### src/rtl/iddmm_share_arbiter_pkg.sv
// Shared types for the iddmm engine-sharing arbiter: write-bus bundle, FSM states, helpers.
package iddmm_pkg;

    localparam int unsigned IDDMM_K = 128;
    localparam int unsigned IDDMM_N = 32;
    localparam int unsigned AW      = $clog2(IDDMM_N);

    typedef enum logic [1:0] {
        IDLE,
        OWNED,
        RUN
    } arb_state_e;

    typedef struct packed {
        logic [2:0]         ena;
        logic [AW-1:0]      addr;
        logic [IDDMM_K-1:0] x;
        logic [IDDMM_K-1:0] y;
        logic [IDDMM_K-1:0] m;
        logic [IDDMM_K-1:0] m1;
    } iddmm_wr_t;

    function automatic int unsigned wrap_inc(int unsigned idx, int unsigned num);
        return (idx + 1 >= num) ? 0 : idx + 1;
    endfunction

endpackage

### src/rtl/iddmm_share_arbiter_arb.sv
// One-hot request arbiter: round-robin from ptr, or fixed lowest-index priority.
module rr_onehot_arb #(
    parameter int unsigned NUM  = 2,
    parameter string       MODE = "RR",
    localparam int unsigned PW  = (NUM > 1) ? $clog2(NUM) : 1
) (
    input  logic [NUM-1:0] req,
    input  logic [PW-1:0]  ptr,
    output logic [NUM-1:0] grant
);

    logic [NUM-1:0] req_hi;
    logic [NUM-1:0] pick_src;

    always_comb begin
        // requests at or above ptr win first; wrap to the full vector otherwise
        req_hi = req & ({NUM{1'b1}} << ptr);
        if (MODE == "RR" && req_hi != '0) begin
            pick_src = req_hi;
        end else begin
            pick_src = req;
        end
        grant = pick_src & (~pick_src + NUM'(1));
    end

endmodule

### src/rtl/iddmm_share_arbiter.sv
// Shares one iddmm_top engine among NUM_CLIENTS front-ends; ownership is locked from grant
// until the engine finishes its task, and foreign traffic is dropped and flagged.
module iddmm_share_arbiter
    import iddmm_pkg::*;
#(
    parameter int unsigned NUM_CLIENTS = 2,
    parameter int unsigned K           = 128,
    parameter int unsigned N           = 32,
    parameter string       ARB_MODE    = "RR",
    localparam int unsigned ADDR_W     = $clog2(N),
    localparam int unsigned IW         = $clog2(NUM_CLIENTS)
) (
    input  logic                          clk,
    input  logic                          rst_n,
    input  logic [NUM_CLIENTS-1:0]        cl_acq,
    output logic [NUM_CLIENTS-1:0]        cl_own,
    input  logic [NUM_CLIENTS*3-1:0]      cl_wr_ena,
    input  logic [NUM_CLIENTS*ADDR_W-1:0] cl_wr_addr,
    input  logic [NUM_CLIENTS*K-1:0]      cl_wr_x,
    input  logic [NUM_CLIENTS*K-1:0]      cl_wr_y,
    input  logic [NUM_CLIENTS*K-1:0]      cl_wr_m,
    input  logic [NUM_CLIENTS*K-1:0]      cl_wr_m1,
    input  logic [NUM_CLIENTS-1:0]        cl_task_req,
    output logic [NUM_CLIENTS-1:0]        cl_task_grant,
    output logic [NUM_CLIENTS-1:0]        cl_task_end,
    output logic [NUM_CLIENTS*K-1:0]      cl_task_res,
    output logic [2:0]                    e_wr_ena,
    output logic [ADDR_W-1:0]             e_wr_addr,
    output logic [K-1:0]                  e_wr_x,
    output logic [K-1:0]                  e_wr_y,
    output logic [K-1:0]                  e_wr_m,
    output logic [K-1:0]                  e_wr_m1,
    output logic                          e_task_req,
    input  logic                          e_task_grant,
    input  logic                          e_task_end,
    input  logic [K-1:0]                  e_task_res,
    output logic                          err_intrude,
    output logic                          err_orphan,
    input  logic                          err_clr
);

    typedef struct packed {
        logic [2:0]        ena;
        logic [ADDR_W-1:0] addr;
        logic [K-1:0]      x;
        logic [K-1:0]      y;
        logic [K-1:0]      m;
        logic [K-1:0]      m1;
    } wr_bus_t;

    arb_state_e             state_q;
    logic [IW-1:0]          owner_q;
    logic [IW-1:0]          ptr_q;
    logic [NUM_CLIENTS-1:0] own_q;
    logic                   err_intrude_q;
    logic                   err_orphan_q;

    logic [NUM_CLIENTS-1:0] win_onehot;
    logic [IW-1:0]          win_idx;
    wr_bus_t                cl_bus [NUM_CLIENTS];
    wr_bus_t                e_bus;
    logic [NUM_CLIENTS-1:0] sel;
    logic [NUM_CLIENTS-1:0] intrude_vec;
    logic                   active;
    logic                   in_run;
    logic                   owner_acq;
    logic                   owner_req;
    logic                   set_intrude;
    logic                   set_orphan;

    assign active    = (state_q != IDLE);
    assign in_run    = (state_q == RUN);
    assign owner_acq = cl_acq[owner_q];
    assign owner_req = cl_task_req[owner_q];

    for (genvar c = 0; c < NUM_CLIENTS; c++) begin : g_client
        assign cl_bus[c] = {cl_wr_ena[3*c +: 3], cl_wr_addr[ADDR_W*c +: ADDR_W],
                            cl_wr_x[K*c +: K], cl_wr_y[K*c +: K],
                            cl_wr_m[K*c +: K], cl_wr_m1[K*c +: K]};
        assign sel[c]         = active && (owner_q == IW'(c));
        // in IDLE nobody owns the engine, so any traffic counts as intrusion
        assign intrude_vec[c] = !sel[c] && (cl_task_req[c] || (cl_wr_ena[3*c +: 3] != 3'b000));
        assign cl_task_grant[c]       = sel[c] && e_task_grant;
        assign cl_task_end[c]         = sel[c] && in_run && e_task_end;
        assign cl_task_res[K*c +: K]  = sel[c] ? e_task_res : '0;
    end

    assign set_intrude = |intrude_vec;
    assign set_orphan  = e_task_end && !in_run;

    // engine bus is steered only from the registered owner index
    assign e_bus      = active ? cl_bus[owner_q] : '0;
    assign e_wr_ena   = e_bus.ena;
    assign e_wr_addr  = e_bus.addr;
    assign e_wr_x     = e_bus.x;
    assign e_wr_y     = e_bus.y;
    assign e_wr_m     = e_bus.m;
    assign e_wr_m1    = e_bus.m1;
    assign e_task_req = active && owner_req;

    rr_onehot_arb #(
        .NUM  (NUM_CLIENTS),
        .MODE (ARB_MODE)
    ) u_arb (
        .req   (cl_acq),
        .ptr   (ptr_q),
        .grant (win_onehot)
    );

    always_comb begin
        win_idx = '0;
        for (int i = 0; i < NUM_CLIENTS; i++) begin
            if (win_onehot[i]) begin
                win_idx = IW'(i);
            end
        end
    end

    always_ff @(posedge clk or negedge rst_n) begin
        if (!rst_n) begin
            state_q       <= IDLE;
            owner_q       <= '0;
            ptr_q         <= '0;
            own_q         <= '0;
            err_intrude_q <= 1'b0;
            err_orphan_q  <= 1'b0;
        end else begin
            if (set_intrude) begin
                err_intrude_q <= 1'b1;
            end else if (err_clr) begin
                err_intrude_q <= 1'b0;
            end
            if (set_orphan) begin
                err_orphan_q <= 1'b1;
            end else if (err_clr) begin
                err_orphan_q <= 1'b0;
            end

            case (state_q)
                IDLE: begin
                    // first IDLE cycle after a release only drops cl_own; arbitration waits
                    if (own_q != '0) begin
                        own_q <= '0;
                    end else if (cl_acq != '0) begin
                        state_q <= OWNED;
                        owner_q <= win_idx;
                        own_q   <= win_onehot;
                        ptr_q   <= IW'(wrap_inc(32'(win_idx), NUM_CLIENTS));
                    end
                end
                OWNED: begin
                    if (owner_req) begin
                        state_q <= RUN;
                    end else if (!owner_acq) begin
                        state_q <= IDLE;
                    end
                end
                RUN: begin
                    // the engine cannot be aborted: release waits for task_end
                    if (e_task_end) begin
                        state_q <= owner_acq ? OWNED : IDLE;
                    end
                end
                default: state_q <= IDLE;
            endcase
        end
    end

    assign cl_own      = own_q;
    assign err_intrude = err_intrude_q;
    assign err_orphan  = err_orphan_q;

endmodule

### config.mk
export PLATFORM = sky130hd
export DESIGN_NAME = iddmm_share_arbiter
export DESIGN_NICKNAME = d
export VERILOG_FILES = /design/src/rtl/iddmm_share_arbiter_pkg.sv /design/src/rtl/iddmm_share_arbiter_arb.sv /design/src/rtl/iddmm_share_arbiter.sv
export SDC_FILE = /design/constraint.sdc
export NUM_CORES = 1
export LEC_CHECK = 0
export CORE_AREA = 4 4 766 768
export CTS_BUF_LIST = sky130_fd_sc_hd__clkbuf_16
export DETAILED_ROUTE_END_ITERATION = 10
export DIE_AREA = 0 0 770 772
export PLACE_DENSITY_LB_ADDON = 0.1
export SYNTH_ARGS = -nofsm -noshare
export SYNTH_HDL_FRONTEND = slang
export SYNTH_SLANG_ARGS = --single-unit
export TNS_END_PERCENT = 10
### constraint.sdc
create_clock -name clk -period 2 [get_ports clk]
set_clock_uncertainty 0.1 [all_clocks]
set_input_delay 0.5 -clock clk [delete_from_list [all_inputs] [get_ports clk]]
set_output_delay 0.5 -clock clk [all_outputs]
set_load 0.005 [all_outputs]
==> impl_metrics.yaml, run 1 <==
status:
  status: "complete, but fails checks"
  violations: "negative setup slack"
place:
  gp_congestion: 0.8835
  post-place-cells: 11650
  pre_cts_ws_ns: -1.390
  port_buffers: 1961
  dp_hpwl_um: 361200
  placed_area_um2: 47850
setup_path:
  end_kind: "output port"
  critPathBufInv: 4
  cpPeakStageDelay_ns: 0.59
  critPathKind: "reg2out"
  required_ns: 1.40
  critical-path-top-delay-family: "buffers and inverters"
  crit_chain: "buf_16 -> buf_16 -> buf_12 -> mux2i_1 -> nor2_1 -> clkdlybuf4s50_1"
  slowest_stage: "clkdlybuf4s50_1"
  cpMostUsedCell: "buf_16"
  critPathMaxFanout: 20
  crit_arrival_ns: 2.51
  cp-start-kind: "register"
timing:
  rsz0062_at_grt: "yes"
  fin_crit_ns: 3.107
  slew_headroom: 0.2832
  finalHoldViolCount: 0
  tightestPinTransition_ns: 1.064
  period_share: 1.554
  max_freq_mhz: 321.9
  tns_ns: -671.43
  worst_slack_ns: -1.107
  slew_violations: 0
  hold_slack_ns: 0.4186
  setup_viol: 785
clock_tree:
  cts_made_buffers: 3
  cts_max_path_buffers: 2
  insertion_delay_ns: 0.29
  h-tree-depth: 1
  cts_root_buf: "clkbuf_16"
  numClockSinks: 8
  tritoncts: "yes"
  path_clk_slew_ns: 0.07
  hold_buffers: 0
floorplan:
  die_h_um: 772
  die_w_um: 770
  num_rows: 280
  start_util: 0.01764
  core-area_um2: 580200
  pin_count: 1962
  dieArea_um2: 594400
synth:
  ys_warn_count: 0
  ys_seq_elements: 8
  ys_types: 26
  syn-mean-instance-area_um2: 6.822
  synthCells: 1500
  syn-num-nets: 2677
  synth_area_um2: 10230
  seq_area_frac_synth: 0.01956
global_routing:
  grt_max_degree: 81
  grt.total_usage: 0.1213
  grt_pass1_vias: 24980
  grt_overflow: 0
  use_met1: 0.1286
  globalRouteMet2Util: 0.2094
  grt_pass1_wl_um: 433600
  antenna_found_initial: 259
  busiest_layer: "met2"
  grt_use_met3: 0.07807
final_layout:
  area_growth_pct: 393.8
  fin_area_um2: 50530
  drive_above_1_share: 0.3063
  fillers: 67680
  nNetsFinal: 5142
  stdcell_count: 11760
  final_common_cell: "clkdlybuf4s50_1"
  final_cell_mix: "clkdlybuf4s50_1 (1563), buf_4 (471), nor2_1 (464)"
  multiInputGateArea_um2: 10380
  finish.utilization: 0.08710
  seqCellArea_um2: 203.9
drt:
  avgViaCountPerCell: 1.973
  wl_per_cell_um: 32.56
  vias: 23210
  drt-total-wl_um: 382900
  drt_pass1_iterations: 7
  drtAntennaViolNets: 0
  drc: 0
  initialDrtViolationCount: 863
hold_path:
  hold_path.class: "reg2reg"
power:
  power_density_nw_per_um2: 1352
  leakage_nw: 18.35
  ir_drop_v: 0.0006585
  finalPower_mw: 68.32
run:
  drv_cap: 0
[path summary, 6_finish.rpt]
| path | startpoint | endpoint | slack [ns] | depth (start not counted) |
|---|---|---|---|---|
| min reg2reg | err_orphan$_DFFE_PN0P_ | err_orphan$_DFFE_PN0P_ | 0.42 | 1 |
| max reg2reg | owner_q$_DFFE_PN0P_ | state_q[0]$_DFFE_PN0P_ | -0.35 | 8 |
| min | err_orphan$_DFFE_PN0P_ | err_orphan$_DFFE_PN0P_ | 0.42 | 1 |
| max | owner_q$_DFFE_PN0P_ | e_wr_y[83] | -1.11 | 6 |
| min in group asynchronous | rst_n | cl_own[0]$_DFFE_PN0P_ | 0.52 | 2 |
| max in group asynchronous | rst_n | owner_q$_DFFE_PN0P_ | 1.02 | 2 |
[flip-flops by register name, summed over array words and instances, names as in the netlist]
signal / cells
cl_own: 2
err_intrude: 1
err_orphan: 1
owner_q: 1
ptr_q: 1
state_q: 2
[layer usage]
layer	vias to the layer above	share of wire	wire, um
li1	10070	-	-
met1	10980	0.37	141300
met2	1584	0.48	182500
met3	428	0.14	53640
met4	144	0.012	4552
met5	-	0.0024	935
[cell usage after synthesis (all sizes together)]
master	count	area share
or2	1	0.00061
nor4	3	0.0018
a22o	2	0.0017
nand3	2	0.00098
o21ai	2	0.00098
nor2	523	0.19
mux2i	522	0.51
or3	1	0.00061
dfrtp	8	0.020
o21a	2	0.0015
nor3	3	0.0015
buf	127	0.089
and3	129	0.079
o21ba	1	0.00098
nand2b	2	0.0012
clkbuf	34	0.014
a32o	1	0.00098
and2	129	0.079
o2bb2ai	1	0.00086
nand2	4	0.0015
nor4bb	1	0.00098
inv	2	0.00073
[timing repair]
action                                  CTS  global route
setup buffers                             8            47
pin swaps                                 1             9
gates resized for setup                 306           298
endpoints found under the setup margin  785           785
cloned                                    7            13
[cell type report]
| cell class | instances | area share |
|---|---|---|
| Clock buffer | 3 | 0.001486 |
| Antenna cell | 42 | 0.002080 |
| Clock inverter | 1 | 0.00007429 |
| Timing Repair Buffer | 2621 | 0.5947 |
| Tap cell | 7755 | 0.1920 |
| Multi-Input combinational cell | 1329 | 0.2054 |
| Inverter | 2 | 0.0001486 |
| Sequential cell | 8 | 0.004036 |
[report_power, final]
group	internal, mW	total, mW	switching, mW
logic	32.8	67.6	34.7
clock network	0.267	0.453	0.185
registers	0.232	0.314	0.0818
total	33.3	68.3	35.0
[worst register-to-register path: stages, from the launching register on]
cell and delay, ns:
dfrtp_4 0.53, buf_16 0.17, buf_12 0.33, buf_4 0.14, mux2i_1 0.12, buf_4 0.18
buf_4 0.17, nor4bb_1 0.14, or3_1 0.34
[kinds of logic after synthesis]
| kind of cell | after synthesis | share of synthesized area |
|---|---|---|
| AO/OA/AOI/OAI | 9 | 0.006969 |
| AND/OR/NAND/NOR | 798 | 0.3590 |
| flip-flops | 8 | 0.01956 |
| multiplexers | 522 | 0.5106 |
| buffers and inverters | 163 | 0.1039 |
(Power assumes the default switching activity.)
==> inputs of run 2 (changes only) <==
REMOVE_ABC_BUFFERS = 1   (was unset)
==> run 2 against run 1 <==
Effect of this change: the flow still finishes with violations (negative setup slack); global-route usage is 0.14 points higher; utilization hardly changed; routed wire length is 1.2% higher; via count is 0.62% lower; die area stayed put; total power is 7.3% higher; count of clock-buffer cells in the layout stayed put; sequential cell count stayed put; combinational power is 7.2% higher; sequential share of layout area hardly changed; largest cell class unchanged.
==> impl_metrics.yaml, run 2 (synthesis results as in run 1) <==
hold_path:
  min_to: "ptr_q$_DFFE_PN0P_"
  hold_path.class: "reg2reg"
  min_from: "ptr_q$_DFFE_PN0P_"
  hold_depth: 1
power:
  p_sw_frac: 0.5126
  power_frac_comb: 0.990
  finalPower_mw: 73.28
  ir_drop_v: 0.0006469
  clockPowerShare: 0.006
  p_seq_frac: 0.004
  leakage_nw: 18.30
  power.internal_mw: 35.72
  p_sw_mw: 37.56
  power_density_nw_per_um2: 1445
setup_path:
  ff2ff_path_depth: 7
  cp-start-kind: "register"
  rrSetupSlack_ns: -0.24
  required_ns: 1.40
  crit_arrival_ns: 2.49
  cpPeakStageDelay_ns: 0.53
  slowest_stage: "dfrtp_4"
  end_kind: "output port"
  r2r-start: "owner_q$_DFFE_PN0P_"
  crit_chain: "buf_16 -> buf_6 -> mux2i_4 -> nor2_1 -> buf_4 -> clkdlybuf4s50_1"
  critPathMaxFanout: 20
  critPathKind: "reg2out"
  reg2reg_to: "state_q[0]$_DFFE_PN0P_"
floorplan:
  die_w_um: 770
  pin_count: 1962
  die_h_um: 772
  num_rows: 280
  core-area_um2: 580200
  start_util: 0.01764
  dieArea_um2: 594400
clock_tree:
  cts_made_buffers: 3
  numClockSinks: 8
  cts_root_buf: "clkbuf_16"
  tritoncts: "yes"
  cts_max_path_buffers: 2
  path_clk_slew_ns: 0.05
  hold_buffers: 0
  h-tree-depth: 1
  insertion_delay_ns: 0.28
timing:
  finalHoldViolCount: 0
  tns_ns: -620.51
  max_freq_mhz: 323.6
  period_share: 1.545
  slew_violations: 0
  fin_crit_ns: 3.090
  slew_headroom: 0.5214
  setup_viol: 783
  worst_slack_ns: -1.090
  rsz0062_at_grt: "yes"
  hold_slack_ns: 0.4153
  tightestPinTransition_ns: 0.7157
global_routing:
  grt.total_usage: 0.1227
  antenna_found_initial: 296
  grt_pass1_wl_um: 439800
  grt_overflow: 0
  grt_pass1_vias: 24770
  grt_max_degree: 63
drt:
  drt_pass1_iterations: 5
  drc: 0
  drtAntennaViolNets: 0
  vias: 23060
  avgViaCountPerCell: 1.976
  wl_per_cell_um: 33.21
  drt-total-wl_um: 387500
  initialDrtViolationCount: 884
final_layout:
  area_growth_pct: 395.7
  fillers: 67490
  final_cell_mix: "clkdlybuf4s50_1 (1473), buf_12 (459), nor2_1 (436)"
  final_common_cell: "clkdlybuf4s50_1"
  fin_area_um2: 50720
  nNetsFinal: 5053
  drive_above_1_share: 0.3298
status:
  violations: "negative setup slack"
  status: "complete, but fails checks"
place:
  dp_hpwl_um: 361200
  gp_congestion: 0.8459
  placed_area_um2: 46620
  port_buffers: 1961
run:
  drv_cap: 0
==> run 2: cell count changes in the layout (fill, tap and decap cells not counted), sizes merged <==
cell | previous run | this run
clkdlybuf4s50 | 1563 | 1473
clkbuf | 31 | 27
buf | 1005 | 990
clkdlybuf4s15 | 11 | 3
dlygate4sd2 | 4 | 18
bufbuf | 1 | 4
dlymetal6s2s | 9 | 20
diode | 42 | 39
==> run 2: power groups by stage <==
stage | clock (mW) | sequential, mW | combinational [mW]
4_1_cts | 0.476 | 0.326 | 71.5
3_5_place_dp | 0 | 0.322 | 66.4
6_report | 0.441 | 0.320 | 72.5
3_3_place_gp | 0 | 0.322 | 66.9
2_1_floorplan | 0 | 0.515 | 4.78
5_1_grt | 0.459 | 0.332 | 77.7
==> run 2: metal layers <==
layer | routed length [um] | share of wire | track usage | vias to the layer above
li1 | - | - | - | 9901
met2 | 168500 | 0.43 | 0.1937 | 1683
met1 | 157800 | 0.41 | 0.1460 | 10900
met3 | 55180 | 0.14 | 0.07686 | 411
met4 | 4988 | 0.013 | 0.009224 | 164
met5 | 1040 | 0.0027 | 0 | -
==> run 2: stage by stage <==
step                      setup slack [ns]     util  instances
after global routing                -1.064  0.08733      11650
after CTS                           -1.079  0.08453      11570
after detailed placement            -1.603  0.08035      11540
after floorplan                     -17.33        -       1339
after global placement              -1.634  0.08035      11540
final                               -1.090  0.08743      11670
==> run 2: worst max-delay path: cells and delay by family (launching register included) <==
| kind | cells | cell delay, ns |
|---|---|---|
| mux | 1 | 0.23 |
| simple gates | 1 | 0.20 |
| buf+inv | 4 | 1.09 |
| flops | 1 | 0.53 |
==> run 2: timing repair <==
action | CTS | global route
endpoints found under the setup margin | 783 | 784
cloned | 15 | 13
pin swaps | 10 | 14
resized for setup | 498 | 326
buffers inserted | 26 | 60
==> run 2: layout make-up <==
class | instances | area, um2 | share of cell area
repair buffers | 2532 | 29630 | 0.5841
clock inverters | 1 | 3.754 | 0.00007400
flip-flops and latches | 8 | 203.9 | 0.004021
well taps | 7755 | 9703 | 0.1913
multi-input cells | 1329 | 11010 | 0.2170
inverters | 2 | 7.507 | 0.0001480
clock buffers | 3 | 75.07 | 0.001480
diodes | 39 | 97.59 | 0.001924
==> run 2: how the worst max path moves through the flow <==
stage | slack (ns) | to | from | depth (start not counted)
after floorplan | -17.33 | state_q[0]$_DFFE_PN0P_ | owner_q$_DFFE_PN0P_ | 3
after global placement | -1.63 | e_wr_y[34] | cl_wr_y[34] | 6
after detailed placement | -1.60 | e_wr_y[34] | cl_wr_y[34] | 6
after CTS | -1.08 | cl_task_res[18] | owner_q$_DFFE_PN0P_ | 6
after global routing | -1.06 | e_wr_y[29] | owner_q$_DFFE_PN0P_ | 5
final | -1.09 | e_wr_m1[24] | owner_q$_DFFE_PN0P_ | 6
